==> config.mk <==
export PLATFORM = sky130hd
export DESIGN_NAME = uart_lcd_feeder
export DESIGN_NICKNAME = d
export VERILOG_FILES = /design/src/rtl/uart_lcd_feeder_pkg.sv /design/src/rtl/uart_lcd_feeder_rx.sv /design/src/rtl/uart_lcd_feeder.sv
export SDC_FILE = /design/constraint.sdc
export NUM_CORES = 1
export LEC_CHECK = 0
export ABC_CLOCK_PERIOD_IN_PS = 5100
export BUFFER_PORTS_ARGS = -buffer_cell sky130_fd_sc_hd__buf_4
export CORE_MARGIN = 1.5
export CORE_UTILIZATION = 50
export CTS_BUF_LIST = sky130_fd_sc_hd__clkbuf_2 sky130_fd_sc_hd__clkbuf_4 sky130_fd_sc_hd__clkbuf_8
export DETAILED_ROUTE_END_ITERATION = 16
export PLACE_DENSITY = 0.74
export SLEW_MARGIN = 10
export SYNTH_ARGS = -nofsm -noshare
export SYNTH_HDL_FRONTEND = slang
export SYNTH_SLANG_ARGS = --single-unit
==> constraint.sdc <==
create_clock -name clk -period 5.1 [get_ports clk]
set_clock_uncertainty 0.2 [all_clocks]
set_input_delay 0.255 -clock clk [delete_from_list [all_inputs] [get_ports clk]]
set_output_delay 0.255 -clock clk [all_outputs]
set_load 0.01 [all_outputs]
==> src/rtl/uart_lcd_feeder_pkg.sv <==
// Shared constants and types for the UART-to-LCD line feeder: ASCII control codes,
// buffer geometry and the receiver state encoding.
package uart_lcd_feeder_pkg;

  localparam logic [7:0] ASCII_SPACE      = 8'h20;
  localparam logic [7:0] ASCII_CR         = 8'h0D;
  localparam logic [7:0] ASCII_LF         = 8'h0A;
  localparam logic [7:0] ASCII_FF         = 8'h0C;
  localparam logic [7:0] ASCII_LAST_PRINT = 8'h7E;

  localparam int LINE_CHARS = 6;
  localparam int N_CHARS    = 12;

  typedef enum logic [2:0] {
    RX_IDLE  = 3'd0,
    RX_START = 3'd1,
    RX_DATA  = 3'd2,
    RX_STOP  = 3'd3,
    RX_BREAK = 3'd4
  } rx_state_e;

  function automatic logic is_printable(input logic [7:0] b);
    return (b >= ASCII_SPACE) && (b <= ASCII_LAST_PRINT);
  endfunction

endpackage

==> src/rtl/uart_lcd_feeder_rx.sv <==
// 8N1 UART receiver: two-flop synchroniser, bit timer and framing FSM.
// byte_valid / frame_err are single-cycle strobes in the stop-sample cycle; byte_data is valid with byte_valid.
module uart_rx_core #(
  parameter int CLK_HZ = 50_000_000,
  parameter int BAUD   = 115200
) (
  input  logic       clk,
  input  logic       rst,
  input  logic       rxd,
  output logic [7:0] byte_data,
  output logic       byte_valid,
  output logic       frame_err
);
  import uart_lcd_feeder_pkg::*;

  localparam int DIV = CLK_HZ / BAUD;
  localparam int TW  = (DIV > 1) ? $clog2(DIV) : 1;
  localparam logic [TW-1:0] FULL_LAST = TW'(DIV - 1);
  localparam logic [TW-1:0] HALF_LAST = TW'(DIV / 2 - 1);

  rx_state_e     state_q, state_d;
  logic          meta_q, meta_d;
  logic          sync_q, sync_d;
  logic          prev_q, prev_d;
  logic [TW-1:0] timer_q, timer_d;
  logic [2:0]    bit_idx_q, bit_idx_d;
  logic [7:0]    shift_q, shift_d;

  always_ff @(posedge clk) begin
    if (rst) begin
      state_q   <= RX_IDLE;
      meta_q    <= 1'b1;
      sync_q    <= 1'b1;
      prev_q    <= 1'b1;
      timer_q   <= '0;
      bit_idx_q <= '0;
      shift_q   <= '0;
    end else begin
      state_q   <= state_d;
      meta_q    <= meta_d;
      sync_q    <= sync_d;
      prev_q    <= prev_d;
      timer_q   <= timer_d;
      bit_idx_q <= bit_idx_d;
      shift_q   <= shift_d;
    end
  end

  always_comb begin
    state_d = state_q;
    unique case (state_q)
      RX_IDLE:  if (prev_q && !sync_q) state_d = RX_START;
      RX_START: if (timer_q == HALF_LAST) state_d = sync_q ? RX_IDLE : RX_DATA;
      RX_DATA:  if (timer_q == FULL_LAST && bit_idx_q == 3'd7) state_d = RX_STOP;
      RX_STOP:  if (timer_q == FULL_LAST) state_d = sync_q ? RX_IDLE : RX_BREAK;
      RX_BREAK: if (sync_q) state_d = RX_IDLE;
      default:  state_d = RX_IDLE;
    endcase
  end

  always_comb begin
    meta_d     = rxd;
    sync_d     = meta_q;
    prev_d     = sync_q;
    timer_d    = timer_q;
    bit_idx_d  = bit_idx_q;
    shift_d    = shift_q;
    byte_valid = 1'b0;
    frame_err  = 1'b0;
    unique case (state_q)
      RX_START: begin
        if (timer_q == HALF_LAST) begin
          timer_d   = '0;
          bit_idx_d = '0;
        end else begin
          timer_d = timer_q + TW'(1);
        end
      end
      RX_DATA: begin
        if (timer_q == FULL_LAST) begin
          timer_d   = '0;
          shift_d   = {sync_q, shift_q[7:1]};
          bit_idx_d = bit_idx_q + 3'd1;
        end else begin
          timer_d = timer_q + TW'(1);
        end
      end
      RX_STOP: begin
        if (timer_q == FULL_LAST) begin
          timer_d    = '0;
          byte_valid = sync_q;
          frame_err  = !sync_q;
        end else begin
          timer_d = timer_q + TW'(1);
        end
      end
      default: timer_d = '0;
    endcase
  end

  assign byte_data = shift_q;

endmodule

==> src/rtl/uart_lcd_feeder.sv <==
// UART receiver feeding a 2x6 character buffer for the LCD text controller.
// Printable bytes are written at wr_ptr; CR, LF and FF move the cursor or clear the screen.
module uart_lcd_feeder #(
  parameter int CLK_HZ = 50_000_000,
  parameter int BAUD   = 115200
) (
  input  logic        clk,
  input  logic        rst,
  input  logic        rxd,
  output logic [95:0] line_data,
  output logic [7:0]  byte_data,
  output logic        byte_valid,
  output logic        frame_err,
  output logic [3:0]  wr_ptr
);
  import uart_lcd_feeder_pkg::*;

  localparam logic [3:0] PTR_LAST  = 4'(N_CHARS - 1);
  localparam logic [3:0] PTR_LINE1 = 4'(LINE_CHARS);

  logic [7:0] rx_byte;
  logic       rx_valid;
  logic       rx_err;

  uart_rx_core #(
    .CLK_HZ(CLK_HZ),
    .BAUD  (BAUD)
  ) u_rx (
    .clk       (clk),
    .rst       (rst),
    .rxd       (rxd),
    .byte_data (rx_byte),
    .byte_valid(rx_valid),
    .frame_err (rx_err)
  );

  logic [7:0] chars_q [N_CHARS];
  logic [7:0] chars_d [N_CHARS];
  logic [3:0] wr_ptr_q, wr_ptr_d;
  logic [7:0] byte_data_q, byte_data_d;
  logic       byte_valid_q, byte_valid_d;
  logic       frame_err_q, frame_err_d;

  always_ff @(posedge clk) begin
    if (rst) begin
      for (int i = 0; i < N_CHARS; i++) chars_q[i] <= ASCII_SPACE;
      wr_ptr_q     <= '0;
      byte_data_q  <= '0;
      byte_valid_q <= 1'b0;
      frame_err_q  <= 1'b0;
    end else begin
      chars_q      <= chars_d;
      wr_ptr_q     <= wr_ptr_d;
      byte_data_q  <= byte_data_d;
      byte_valid_q <= byte_valid_d;
      frame_err_q  <= frame_err_d;
    end
  end

  // Buffer update lands in the same register stage as byte_valid, so both appear together.
  always_comb begin
    chars_d      = chars_q;
    wr_ptr_d     = wr_ptr_q;
    byte_data_d  = byte_data_q;
    byte_valid_d = rx_valid;
    frame_err_d  = rx_err;
    if (rx_valid) begin
      byte_data_d = rx_byte;
      if (is_printable(rx_byte)) begin
        chars_d[wr_ptr_q] = rx_byte;
        wr_ptr_d = (wr_ptr_q == PTR_LAST) ? 4'd0 : wr_ptr_q + 4'd1;
      end else begin
        case (rx_byte)
          ASCII_CR: wr_ptr_d = 4'd0;
          ASCII_LF: wr_ptr_d = PTR_LINE1;
          ASCII_FF: begin
            for (int i = 0; i < N_CHARS; i++) chars_d[i] = ASCII_SPACE;
            wr_ptr_d = 4'd0;
          end
          default: ;
        endcase
      end
    end
  end

  for (genvar gi = 0; gi < N_CHARS; gi++) begin : g_pack
    assign line_data[8*gi +: 8] = chars_q[gi];
  end

  assign byte_data  = byte_data_q;
  assign byte_valid = byte_valid_q;
  assign frame_err  = frame_err_q;
  assign wr_ptr     = wr_ptr_q;

endmodule

==> results of run 1 <==
==> cells in the final DEF, fill, tap and decap left out, types with 6 or more instances in the layout <==
cell / Yosys / final
dfxtp_1: 136 / 136
buf_4: 1 / 115
inv_1: 75 / 75
o32ai_1: 67 / 67
nand2_1: 61 / 61
nor2_1: 25 / 25
a21oi_1: 23 / 23
clkbuf_8: 0 / 18
nand3_1: 16 / 16
nor3b_1: 13 / 13
a21oi_4: 10 / 10
ha_1: 9 / 9
nand4_1: 8 / 8
o32a_2: 8 / 8
nor2b_1: 7 / 7
nand2b_1: 6 / 6
o2bb2ai_1: 6 / 6
==> sequential cells by signal, indices dropped and copies added, names as in the netlist <==
signal          flops
byte_data           8
byte_valid          1
frame_err           1
line_data          96
u_rx.bit_idx_q      3
u_rx.byte_data      8
u_rx.meta_q         1
u_rx.prev_d         1
u_rx.prev_q         1
u_rx.state_q        3
u_rx.timer_q        9
wr_ptr              4
==> routing by layer <==
metal	GRT usage, %	wire length (microns)
met5	0	0
met4	7.989	204
met3	6.053	784
met2	37.94	6501
met1	32.82	6282
==> final timing paths <==
kind,depth (start not counted),end,from
setup / recovery,5,line_data[8]$_SDFFE_PP0P_,u_rx.byte_data[6]$_SDFFE_PP0P_
hold / removal,1,u_rx.prev_d$_SDFF_PP1_,u_rx.meta_q$_SDFF_PP1_
setup reg to reg,5,line_data[8]$_SDFFE_PP0P_,u_rx.byte_data[6]$_SDFFE_PP0P_
hold reg to reg,1,u_rx.prev_d$_SDFF_PP1_,u_rx.meta_q$_SDFF_PP1_
==> critical path, delay by kind of cell, from the launching register on <==
kind	cells	cell delay, ns
AOI/OAI and AO/OA	2	0.92
and+or+nand+nor	3	1.07
DFF	1	0.43
==> synthesized netlist by cell type (2+ instances only) <==
| library cell | count | area (sq um) |
|---|---|---|
| o32a_1 | 3 | 30.03 |
| nand3_1 | 16 | 80.08 |
| and3_1 | 2 | 12.51 |
| o32a_2 | 8 | 90.09 |
| inv_1 | 75 | 281.5 |
| xnor2_1 | 4 | 35.03 |
| nor3_1 | 3 | 15.01 |
| nand2b_1 | 6 | 37.54 |
| o21a_1 | 2 | 15.01 |
| o31ai_1 | 2 | 15.01 |
| nor3b_1 | 13 | 97.59 |
| a21boi_0 | 2 | 15.01 |
| nand4_1 | 8 | 50.05 |
| mux2i_1 | 3 | 30.03 |
| nor2b_1 | 7 | 43.79 |
| nand2_1 | 61 | 229.0 |
| a21oi_1 | 23 | 115.1 |
| nand4b_1 | 4 | 35.03 |
| o32ai_1 | 67 | 586.8 |
| a211oi_1 | 2 | 15.01 |
| or4b_4 | 2 | 27.53 |
| xor2_1 | 4 | 35.03 |
| ha_1 | 9 | 112.6 |
| or2_2 | 4 | 25.02 |
| buf_2 | 8 | 40.04 |
| nor2_1 | 25 | 93.84 |
| o2bb2ai_1 | 6 | 52.55 |
| a21oi_4 | 10 | 162.7 |
| and2_1 | 2 | 12.51 |
| dfxtp_1 | 136 | 2723 |
| clkbuf_1 | 24 | 90.09 |
==> power groups by stage <==
stage / Clock (uW) / Sequential, uW / Combinational (uW)
floorplan: 0 / 1090 / 19.9
global placement: 0 / 1090 / 23.9
detailed placement: 0 / 1090 / 24.5
CTS: 937 / 1060 / 25.1
global route: 998 / 1060 / 28.0
finish: 929 / 1060 / 25.4
==> cell type report <==
| class | instances | area, sq um |
|---|---|---|
| Fill cell | 894 | 3690 |
| Sequential cell | 136 | 2723 |
| Multi-Input combinational cell | 320 | 2303 |
| Timing Repair Buffer | 116 | 873.3 |
| Inverter | 75 | 281.5 |
| Clock buffer | 18 | 247.7 |
| Clock inverter | 14 | 173.9 |
| Tap cell | 136 | 170.2 |
==> metrics by stage <==
step	instances	power (uW)	util, %	area, sq um	hold WS [ns]
5_1_grt	815	2090	64.73	6773	0.2280
6_report	815	2019	64.73	6773	0.2120
3_5_place_dp	782	1114	60.61	6341	0.1945
4_1_cts	815	2027	64.73	6773	0.2128
2_1_floorplan	565	1108	-	5449	0.1588
3_3_place_gp	782	1113	60.61	6341	0.1928
==> logic make-up after synthesis <==
logic type | share of synthesized area [%]
buffers and inverters | 7.761
multiplexers | 0.5511
adder cells (fa/ha/maj) | 2.067
AO/OA/AOI/OAI | 22.27
XOR/XNOR | 1.286
AND/OR/NAND/NOR | 16.10
flip-flops | 49.97
==> impl_results.md, run 1 <==
* Switching fraction of total power at 22.36%
* Diodes inserted at 0
* Detailed-route via count at 4,628
* Data arrival at the endpoint of the critical path at 2.86 ns
* Delay of the slowest cell on the worst path at 0.64 ns
* Number of antenna violations at the first check in global routing at 0
* Starting density of the core at 52.08%
* Maximum clock rate at 365.0 MHz
* Worst slack at placement at 2.414 ns
* Synthesized netlist net count at 577
* Number of rows in the core area at 37
* Post-detailed-placement half-perimeter wirelength at 9.218 mm
* Number of standard cells after synthesis at 565
* Synth Warn # at 0
* Outcome: completed
* Switching power total at 451.5 uW
* Maximum VDD drop at 0.2261 mV
* I/O pin cnt at 113
* Placeable Area at 0.01046 sq mm
* Total GRT Usage at 24.24%
* Synthesis-to-finish area growth at 24.29%
* Height of the die at 107.4 microns
* Critical Path End Type: register
* Post-cts repair resize count at 0
* Classification of the worst-slack hold path: reg2reg
* Clk_lat worst skew at 0.43 ns
* Data required time of the worst path at 5.22 ns
* Worst Max-Slew Pin Slew at 1.176 ns
* Avg Inst Size Synth at 9.644 sq um
* Max-Cap Viols at 0
* Critical path's slowest cell: a41oi_2
* Post-synth top flop: dfxtp_1
* Pins Over Slew Limit at 0
* Syn Std Cell Area at 0.005449 sq mm
* Clock buffer depth at 2
* Post-detailed-route wirelength per cell at 16.90 microns
* Crit path launch type: register
* EDFF count, synth at 0
* Ordered cell list for the critical path: and4_1 > a41oi_2 > and2_2 > nand2_1 > o32ai_1
* Worst Path Class, Setup: reg2reg
* Portion of total power attributed to the clock network at 46.0%
* Sequential group share of total power at 52.7%
* Routability-driven placement congestion ratio at 0.8537
* Net count reported at finish at 678
* Min Clock Period, post-route at 2.740 ns
* CTS buffer count at 17
* Number of synthesized register bits at 136
* Root buffer cell: clkbuf_8
* Number of design rule violations left after detail routing at 0
* Number of vias per cell after detailed routing at 5.679
* Hold violation total from the final report at 0
* Critical path peak fanout at 12
* IO Port Bufs at 112
* Accumulated negative setup slack at 0 ns
* CTS clock-pin slew for the worst setup and hold paths at 0.08 ns
* Number of sinks handled by clock tree synthesis at 136
* Share of the cycle needed by the critical path after routing at 53.73%
* Layout cells sized above 1 at 26.80%
* Largest net degree at the start of global routing at 87
* Die footprint at 0.01153 sq mm
* Sequential element share of the synthesized area at 49.97%
* Leakage power at 0.002399 uW
* DRT Pass-1 Iters at 5
* Worst-case setup margin in the final layout at 2.360 ns
* Via count of the first global-routing pass at 4,227
* Unrepaired setup endpoints after global routing: false
* Design internal power at 1568 uW
* # setup viols final at 0
* Cts-stage hold buffer count at 1
* Wire length after detailed routing at 13.77 mm
* Post-detailed-route count of antenna-violating nets at 0
* Power density normalized to cell area at 298.1 mW/mm^2
* Max transition margin at 21.46%
* Maximum level of the CTS H-tree at 4
* Drt first-iter violations at 325
* Wire length of the first global-routing pass at 21.76 mm
* Async set or reset register ratio after synthesis at 0%
* Horizontal die dimension at 107.4 microns
* Comb pwr share at 1.3%
* Netlist cell types at 55
* Setup Buffers After CTS at 0
* Register-to-register setup slack at 2.36 ns
* Total gr overflow at 0
* TritonCTS clock tree: done
Note: power is estimated with default switching activity, not from simulation.
==> run 2: changes to the inputs <==
--- a/config.mk
+++ b/config.mk
@@ -5,7 +5,7 @@
 export SDC_FILE = /design/constraint.sdc
 export NUM_CORES = 1
 export LEC_CHECK = 0
-export ABC_CLOCK_PERIOD_IN_PS = 5100
+export ABC_CLOCK_PERIOD_IN_PS = 2700
 export BUFFER_PORTS_ARGS = -buffer_cell sky130_fd_sc_hd__buf_4
 export CORE_MARGIN = 1.5
 export CORE_UTILIZATION = 50
==> constraint.sdc (replaced) <==
create_clock -name clk -period 2.7 [get_ports clk]
set_clock_uncertainty 0.2 [all_clocks]
set_input_delay 0.135 -clock clk [delete_from_list [all_inputs] [get_ports clk]]
set_output_delay 0.135 -clock clk [all_outputs]
set_load 0.01 [all_outputs]
==> impl_results.md, run 2 (synthesis gave the netlist of run 1 again) <==
* Outcome: completed (unchanged)
* Root buffer cell: clkbuf_8 (unchanged)
* Number of antenna violations at the first check in global routing at 0 (unchanged)
* Net count reported at finish at 688 (was 678)
* Data arrival at the endpoint of the critical path at 2.69 ns (was 2.86 ns)
* Number of filler cells placed in the layout at 897 (was 894)
* Diodes inserted at 0 (unchanged)
* Total GRT Usage at 24.27% (was 24.24%)
* Number of design rule violations left after detail routing at 0 (unchanged)
* Delay of the slowest cell on the worst path at 0.59 ns (was 0.64 ns)
* Clk_lat worst skew at 0.44 ns (was 0.43 ns)
* Via count of the first global-routing pass at 4,373 (was 4,227)
* Layout cells sized above 1 at 28.01% (was 26.80%)
* Share of the cycle needed by the critical path after routing at 94.87% (was 53.73%)
* Met2 WL at 6.644 mm (was 6.501 mm)
* Startpoint of the worst-slack reg-to-reg timing path: u_rx.timer_q[2]$_SDFF_PP0_ (was u_rx.byte_data[6]$_SDFFE_PP0P_)
* CTS buffer count at 17 (unchanged)
* Number of sinks handled by clock tree synthesis at 136 (unchanged)
* Detailed-route via count at 4,651 (was 4,628)
* Wire length after detailed routing at 13.51 mm (was 13.77 mm)
* Crit path launch type: register (unchanged)
* Post-detailed-placement half-perimeter wirelength at 9.229 mm (was 9.218 mm)
* Routability-driven placement congestion ratio at 0.8377 (was 0.8537)
* IO Port Bufs at 112 (unchanged)
* Leakage power at 0.002460 uW (was 0.002399 uW)
* Max-Cap Viols at 0 (unchanged)
* R2R depth at 5 (unchanged)
* Starting density of the core at 52.08% (unchanged)
* Clock buffer depth at 2 (unchanged)
* Wire length of the first global-routing pass at 21.90 mm (was 21.76 mm)
* Register-to-register setup slack at 0.14 ns (was 2.36 ns)
* I/O pin cnt at 113 (unchanged)
* Horizontal die dimension at 107.4 microns (unchanged)
* Critical Path End Type: register (unchanged)
* DRT Pass-1 Iters at 6 (was 5)
* Hold Startpoint: rst (was u_rx.meta_q$_SDFF_PP1_)
* Cell depth of the worst hold path at 2 (was 1)
* Power density normalized to cell area at 545.1 mW/mm^2 (was 298.1 mW/mm^2)
* Unrepaired setup endpoints after global routing: true (was false)
* Classification of the worst-slack hold path: in2reg (was reg2reg)
* Flip-flop count of the largest register after layout at 96 (unchanged)
* Worst R2R End: line_data[8]$_SDFFE_PP0P_ (unchanged)
* Number of rows in the core area at 37 (unchanged)
* Post-detailed-route wirelength per cell at 16.38 microns (was 16.90 microns)
* Power consumption at 3726 uW (was 2019 uW)
* Utilization after layout at 65.34% (was 64.73%)
* Maximum clock rate at 390.4 MHz (was 365.0 MHz)
* Largest net degree at the start of global routing at 67 (was 87)
* Most frequent cells in the layout: 136 x dfxtp_1, 124 x buf_4, 75 x inv_1 (was 136 x dfxtp_1, 115 x buf_4, 75 x inv_1)
* Max transition margin at 49.26% (was 21.46%)
* Maximum VDD drop at 0.2878 mV (was 0.2261 mV)
* Die footprint at 0.01153 sq mm (unchanged)
* Kind of cell with the highest combined delay on the critical path: simple AND/OR/NAND/NOR gates (unchanged)
* Total gr overflow at 0 (unchanged)
* CTS clock-pin slew for the worst setup and hold paths at 0.07 ns (was 0.08 ns)
* Drt first-iter violations at 254 (was 325)
* Worst Path Class, Setup: reg2reg (unchanged)
* Most frequent standard cell in the layout excluding fill and tap cells: dfxtp_1 (unchanged)
* Synthesis-to-finish area growth at 25.47% (was 24.29%)
* Data required time of the worst path at 2.82 ns (was 5.22 ns)
* TritonCTS clock tree: done (unchanged)
* Post-detailed-route count of antenna-violating nets at 0 (unchanged)
* Worst Max-Slew Pin Slew at 0.7611 ns (was 1.176 ns)
* Pins Over Slew Limit at 0 (unchanged)
* Min Clock Period, post-route at 2.561 ns (was 2.740 ns)
* # setup viols final at 0 (unchanged)
* Placeable Area at 0.01046 sq mm (unchanged)
* Highest Signal Layer: met4 (unchanged)
* Met3 Routed Length at 733 microns (was 784 microns)
* Length of routed wiring on met1 at 5.972 mm (was 6.282 mm)
* Critical path's slowest cell: or4b_4 (was a41oi_2)
* Height of the die at 107.4 microns (unchanged)
* Maximum level of the CTS H-tree at 4 (unchanged)
* Critical path peak fanout at 11 (was 12)
* CP Buf/Inv Count at 0 (unchanged)
* Number of vias per cell after detailed routing at 5.638 (was 5.679)
* Hold worst-path end: u_rx.byte_data[6]$_SDFFE_PP0P_ (was u_rx.prev_d$_SDFF_PP1_)
* Ordered cell list for the critical path: or4b_4 > nor3_4 > and2_2 > nand2_1 > o32ai_1 (was and4_1 > a41oi_2 > and2_2 > nand2_1 > o32ai_1)
* Start point of the critical path: u_rx.timer_q[2]$_SDFF_PP0_ (was u_rx.byte_data[6]$_SDFFE_PP0P_)
* Hold violation total from the final report at 0 (unchanged)
run 2: where the power goes:
| group | internal [uW] | switching [uW] | leakage (uW) |
|---|---|---|---|
| Combinational | 11.3 | 37.8 | 0.00116 |
| Sequential | 2010 | 3.78 | 0.00110 |
| Clock | 916 | 750 | 0.000208 |
run 2: area by class of cell:
type	instances	area, sq um	share of cell area [%]
sequential	136	2723	39.82
multi-input combinational	320	2306	33.73
timing repair buffer	126	960.9	14.06
clock buffer	24	299.0	4.374
inverter	75	281.5	4.118
tap	136	170.2	2.489
clock inverter	8	96.34	1.409
run 2: layer usage:
metal	GRT usage (%)	vias to the layer above
met5	0	-
met4	8.741	0
met3	5.569	16
met2	39.85	166
met1	31.28	2231
li1	-	2238
run 2: worst max-delay path by stage:
| stage | end | slack (ns) | cells after the start |
|---|---|---|---|
| after CTS | line_data[36]$_SDFFE_PP0P_ | 0.11 | 5 |
| after floorplan | line_data[64]$_SDFFE_PP0P_ | 0.46 | 5 |
| after detailed placement | line_data[36]$_SDFFE_PP0P_ | 0.13 | 5 |
| final | line_data[8]$_SDFFE_PP0P_ | 0.14 | 5 |
| after global placement | line_data[18]$_SDFFE_PP0P_ | 0.18 | 5 |
| after global routing | line_data[49]$_SDFFE_PP0P_ | -0.03 | 5 |
run 2: timing repair:
item / in CTS / in global routing
gates resized for setup: 0 / 1
buffers inserted: 0 / 1
hold buffers: 1 / 0
setup endpoints to repair: 0 / 75
hold endpoints to repair: 1 / 0
run 2: stage by stage:
stage | hold slack (ns) | setup TNS, ns | cell area [sq um] | setup slack [ns] | instances
2_1_floorplan | 0.03881 | 0 | 5449 | 0.4572 | 565
3_3_place_gp | 0.1209 | 0 | 6409 | 0.1807 | 791
3_5_place_dp | 0.1234 | 0 | 6409 | 0.1335 | 791
4_1_cts | 0.01781 | 0 | 6814 | 0.1146 | 824
5_1_grt | 0.04561 | -0.1171 | 6837 | -0.03146 | 825
6_report | 0.04280 | 0 | 6837 | 0.1386 | 825
==> run 3: changes to the inputs <==
--- a/config.mk
+++ b/config.mk
@@ -5,13 +5,16 @@
 export SDC_FILE = /design/constraint.sdc
 export NUM_CORES = 1
 export LEC_CHECK = 0
+export ABC_AREA = 1
 export ABC_CLOCK_PERIOD_IN_PS = 2700
 export BUFFER_PORTS_ARGS = -buffer_cell sky130_fd_sc_hd__buf_4
 export CORE_MARGIN = 1.5
 export CORE_UTILIZATION = 50
 export CTS_BUF_LIST = sky130_fd_sc_hd__clkbuf_2 sky130_fd_sc_hd__clkbuf_4 sky130_fd_sc_hd__clkbuf_8
 export DETAILED_ROUTE_END_ITERATION = 16
-export PLACE_DENSITY = 0.74
+export HOLD_SLACK_MARGIN = 0.03
+export PLACE_DENSITY = 0.73
+export RECOVER_POWER = 25
 export SLEW_MARGIN = 10
 export SYNTH_ARGS = -nofsm -noshare
 export SYNTH_HDL_FRONTEND = slang
==> impl_results.md, run 3 <==
* Outcome: finished with violations (was completed)
* Failing checks: max-capacitance violations, max-slew violations
* CTS buffer count at 17 (unchanged)
* Syn Std Cell Area at 0.005718 sq mm (was 0.005449 sq mm)
* Start point of the critical path: u_rx.byte_data[0]$_SDFFE_PP0P_ (was u_rx.timer_q[2]$_SDFF_PP0_)
* Post-detailed-route count of antenna-violating nets at 0 (unchanged)
* Most frequent cell after synthesis: nand2_1 (was dfxtp_1)
* Classification of the worst-slack hold path: in2reg (unchanged)
* DRT Pass-1 Iters at 5 (was 6)
* Largest net degree at the start of global routing at 83 (was 67)
* Synthesized netlist net count at 750 (was 577)
* # setup viols final at 0 (unchanged)
* Routability-driven placement congestion ratio at 0.8933 (was 0.8377)
* Worst-case setup margin in the final layout at 0.2373 ns (was 0.1386 ns)
* Worst Max-Slew Pin Slew at 1.602 ns (was 0.7611 ns)
* EDFF count, synth at 0 (unchanged)
* Cell types occupying the most area after synthesis: dfxtp_1 48%, nand2_1 10%, nand4_1 9.4% (was dfxtp_1 50%, o32ai_1 11%, inv_1 5.2%)
* Number of sinks handled by clock tree synthesis at 136 (unchanged)
* Hold Startpoint: rst (unchanged)
* Clock buffer depth at 2 (unchanged)
* CTS clock-pin slew for the worst setup and hold paths at 0.07 ns (about the same)
* Kind of cell with the highest combined delay on the critical path: simple AND/OR/NAND/NOR gates (unchanged)
* Netlist cell types at 27 (was 55)
* Ordered cell list for the critical path: nand2_1 > nor2_1 > nand2_1 > nand2_2 > nand2_2 > nand3_1 > nand2_1 > a21oi_1 (was or4b_4 > nor3_4 > and2_2 > nand2_1 > o32ai_1)
* Maximum VDD drop at 0.3426 mV (was 0.2878 mV)
* Sequential element share of the synthesized area at 47.61% (was 49.97%)
* Cell taking the most area after synthesis: dfxtp_1 (unchanged)
* Die footprint at 0.01209 sq mm (was 0.01153 sq mm)
* Starting density of the core at 52.06% (was 52.08%)
* Wire length after detailed routing at 15.62 mm (was 13.51 mm)
* Min Clock Period, post-route at 2.463 ns (was 2.561 ns)
* Max-Cap Viols at 1 (was 0)
* Drt first-iter violations at 417 (was 254)
* Number of rows in the core area at 38 (was 37)
* Post-detailed-placement half-perimeter wirelength at 9.967 mm (was 9.229 mm)
* Total GRT Usage at 26.26% (was 24.27%)
* Critical path's slowest cell: dfxtp_1 (was or4b_4)
* Delay of the slowest cell on the worst path at 0.64 ns (was 0.59 ns)
* Accumulated negative setup slack at 0 ns (unchanged)
* Most frequent standard cell in the layout excluding fill and tap cells: nand2_1 (was dfxtp_1)
* Detailed-route via count at 5,581 (was 4,651)
* Crit path launch type: register (unchanged)
* Most frequent cells in the layout: 156 x nand2_1, 136 x dfxtp_1, 92 x a21oi_1 (was 136 x dfxtp_1, 124 x buf_4, 75 x inv_1)
* Diodes inserted at 0 (unchanged)
* Worst Path Class, Setup: reg2reg (unchanged)
* TritonCTS clock tree: done (unchanged)
* Maximum clock rate at 406.1 MHz (was 390.4 MHz)
* Data arrival at the endpoint of the critical path at 2.60 ns (was 2.69 ns)
* Async set or reset register ratio after synthesis at 0% (unchanged)
* Worst slack at placement at 0.3138 ns (was 0.1335 ns)
* Maximum level of the CTS H-tree at 4 (unchanged)
* Number of antenna violations at the first check in global routing at 0 (unchanged)
* Pins Over Slew Limit at 83 (was 0)
* CP Buf/Inv Count at 0 (unchanged)
* Critical Path End Type: register (unchanged)
* Flip-flop count of the largest register after layout at 96 (unchanged)
* Synthesis-to-finish area growth at 20.31% (was 25.47%)
* Root buffer cell: clkbuf_8 (unchanged)
* Net count reported at finish at 850 (was 688)
* Hold violation total from the final report at 0 (unchanged)
* Avg Inst Size Synth at 7.748 sq um (was 9.644 sq um)
* Power density normalized to cell area at 650.9 mW/mm^2 (was 545.1 mW/mm^2)
* IO Port Bufs at 112 (unchanged)
* Horizontal die dimension at 109.9 microns (was 107.4 microns)
* Layout cells sized above 1 at 14.34% (was 28.01%)
* Placed standard-cell area at 0.006608 sq mm (was 0.006409 sq mm)
* Proportion of netlist area held by the largest area contributor at 47.61% (was 49.97%)
* Critical path's most frequent cell: nand2_1
* Placeable Area at 0.01098 sq mm (was 0.01046 sq mm)
* Number of synthesized register bits at 136 (unchanged)
* Post-synth top flop: dfxtp_1 (unchanged)
* Share of the cycle needed by the critical path after routing at 91.21% (was 94.87%)
* Number of standard cells after synthesis at 738 (was 565)
* Number of design rule violations left after detail routing at 0 (unchanged)
* Critical path peak fanout at 24 (was 11)
* Post-detailed-route wirelength per cell at 15.77 microns (was 16.38 microns)
* Synth Warn # at 0 (unchanged)
* Unrepaired setup endpoints after global routing: false (was true)
* Height of the die at 109.9 microns (was 107.4 microns)
* Final design instance area without fill at 0.006879 sq mm (was 0.006837 sq mm)
* Wire length of the first global-routing pass at 24.46 mm (was 21.90 mm)
* Leakage power at 0.002752 uW (was 0.002460 uW)
* Total gr overflow at 0 (unchanged)
* Clk_lat worst skew at 0.44 ns (about the same)
* Startpoint of the worst-slack reg-to-reg timing path: u_rx.byte_data[0]$_SDFFE_PP0P_ (was u_rx.timer_q[2]$_SDFF_PP0_)
* Data required time of the worst path at 2.84 ns (was 2.82 ns)
* Synth top cells by count: 156 x nand2_1, 136 x dfxtp_1, 93 x a21oi_1 (was 136 x dfxtp_1, 75 x inv_1, 67 x o32ai_1)
* I/O pin cnt at 113 (unchanged)
* Register-to-register setup slack at 0.24 ns (was 0.14 ns)
* Number of vias per cell after detailed routing at 5.632 (was 5.638)
* Via count of the first global-routing pass at 5,047 (was 4,373)
* Max transition margin at -6.767% (was 49.26%)
## run 3: cell types whose count changed after synthesis, sizes merged, moves of 11 or more
cell / delta
a21oi: +60
o32a: -11
nand4: +77
buf: +16
o21ai: +14
nor2: +26
nand3: +52
o32ai: -67
nand2: +99
nor3b: -13
inv: -20
## run 3: report_power, final
group / switching (uW) / internal [uW] / total (uW)
combinational: 289 / 119 / 408
clock: 787 / 1200 / 1990
sequential: 37.9 / 2050 / 2080
total: 1110 / 3360 / 4480
## run 3: cell families after synthesis
| kind of cell | Yosys count | synth area share (%) |
|---|---|---|
| and+or+nand+nor | 371 | 31.07 |
| DFF | 136 | 47.61 |
| AOI/OAI and AO/OA | 112 | 10.02 |
| buffers and inverters | 104 | 8.403 |
| adders and majority gates | 9 | 1.969 |
| xor gates and xnor gates | 6 | 0.9190 |
## run 3: worst paths after layout
path         depth (start not counted)                         end
max                                  8  line_data[59]$_SDFFE_PP0P_
min                                  4  line_data[13]$_SDFFE_PP1P_
max reg2reg                          8  line_data[59]$_SDFFE_PP0P_
min reg2reg                          1      u_rx.prev_d$_SDFF_PP1_
## run 3: per-stage QoR
stage / hold WS (ns) / utilization, % / cells / power [uW]
after global routing: 0.1371 / 62.63 / 991 / 4652
final: 0.1436 / 62.63 / 991 / 4477
after floorplan: 0.03881 / - / 738 / 2432
after detailed placement: 0.1259 / 60.16 / 958 / 2509
after CTS: 0.08438 / 64.64 / 991 / 4491
after global placement: 0.1221 / 60.16 / 958 / 2491
## run 3: area by class of cell
cell class / count / area, sq um
Clock buffer: 21 / 289.0
Tap cell: 140 / 175.2
Inverter: 56 / 210.2
Fill cell: 982 / 4104
Multi-Input combinational cell: 498 / 2526
Clock inverter: 11 / 192.7
Timing Repair Buffer: 129 / 763.2
Sequential cell: 136 / 2723
## run 3: worst register-to-register path, cell delays in order, from the launching register on
cell     delay [ns]
dfxtp_1        0.64
nand2_1        0.09
nor2_1         0.22
nand2_1        0.12
nand2_2        0.12
nand2_2        0.33
nand3_1        0.40
nand2_1        0.10
a21oi_1        0.14
## run 3: repair_timing
action                                  4_1_cts  5_1_grt
endpoints found under the setup margin        0        0
buffers inserted                              0        0
hold buffers                                  1        0
hold endpoints to repair                      1        0
resized for setup                             0        0
## run 3: layer usage
metal	wire, microns	global-route usage, %	part of all wire [%]	vias up
li1	-	-	-	2710
met1	6870	33.40	44	2603
met2	7254	42.10	46	233
met3	1148	6.639	7.3	35
met4	351	11.41	2.2	0
met5	0	0	0	-
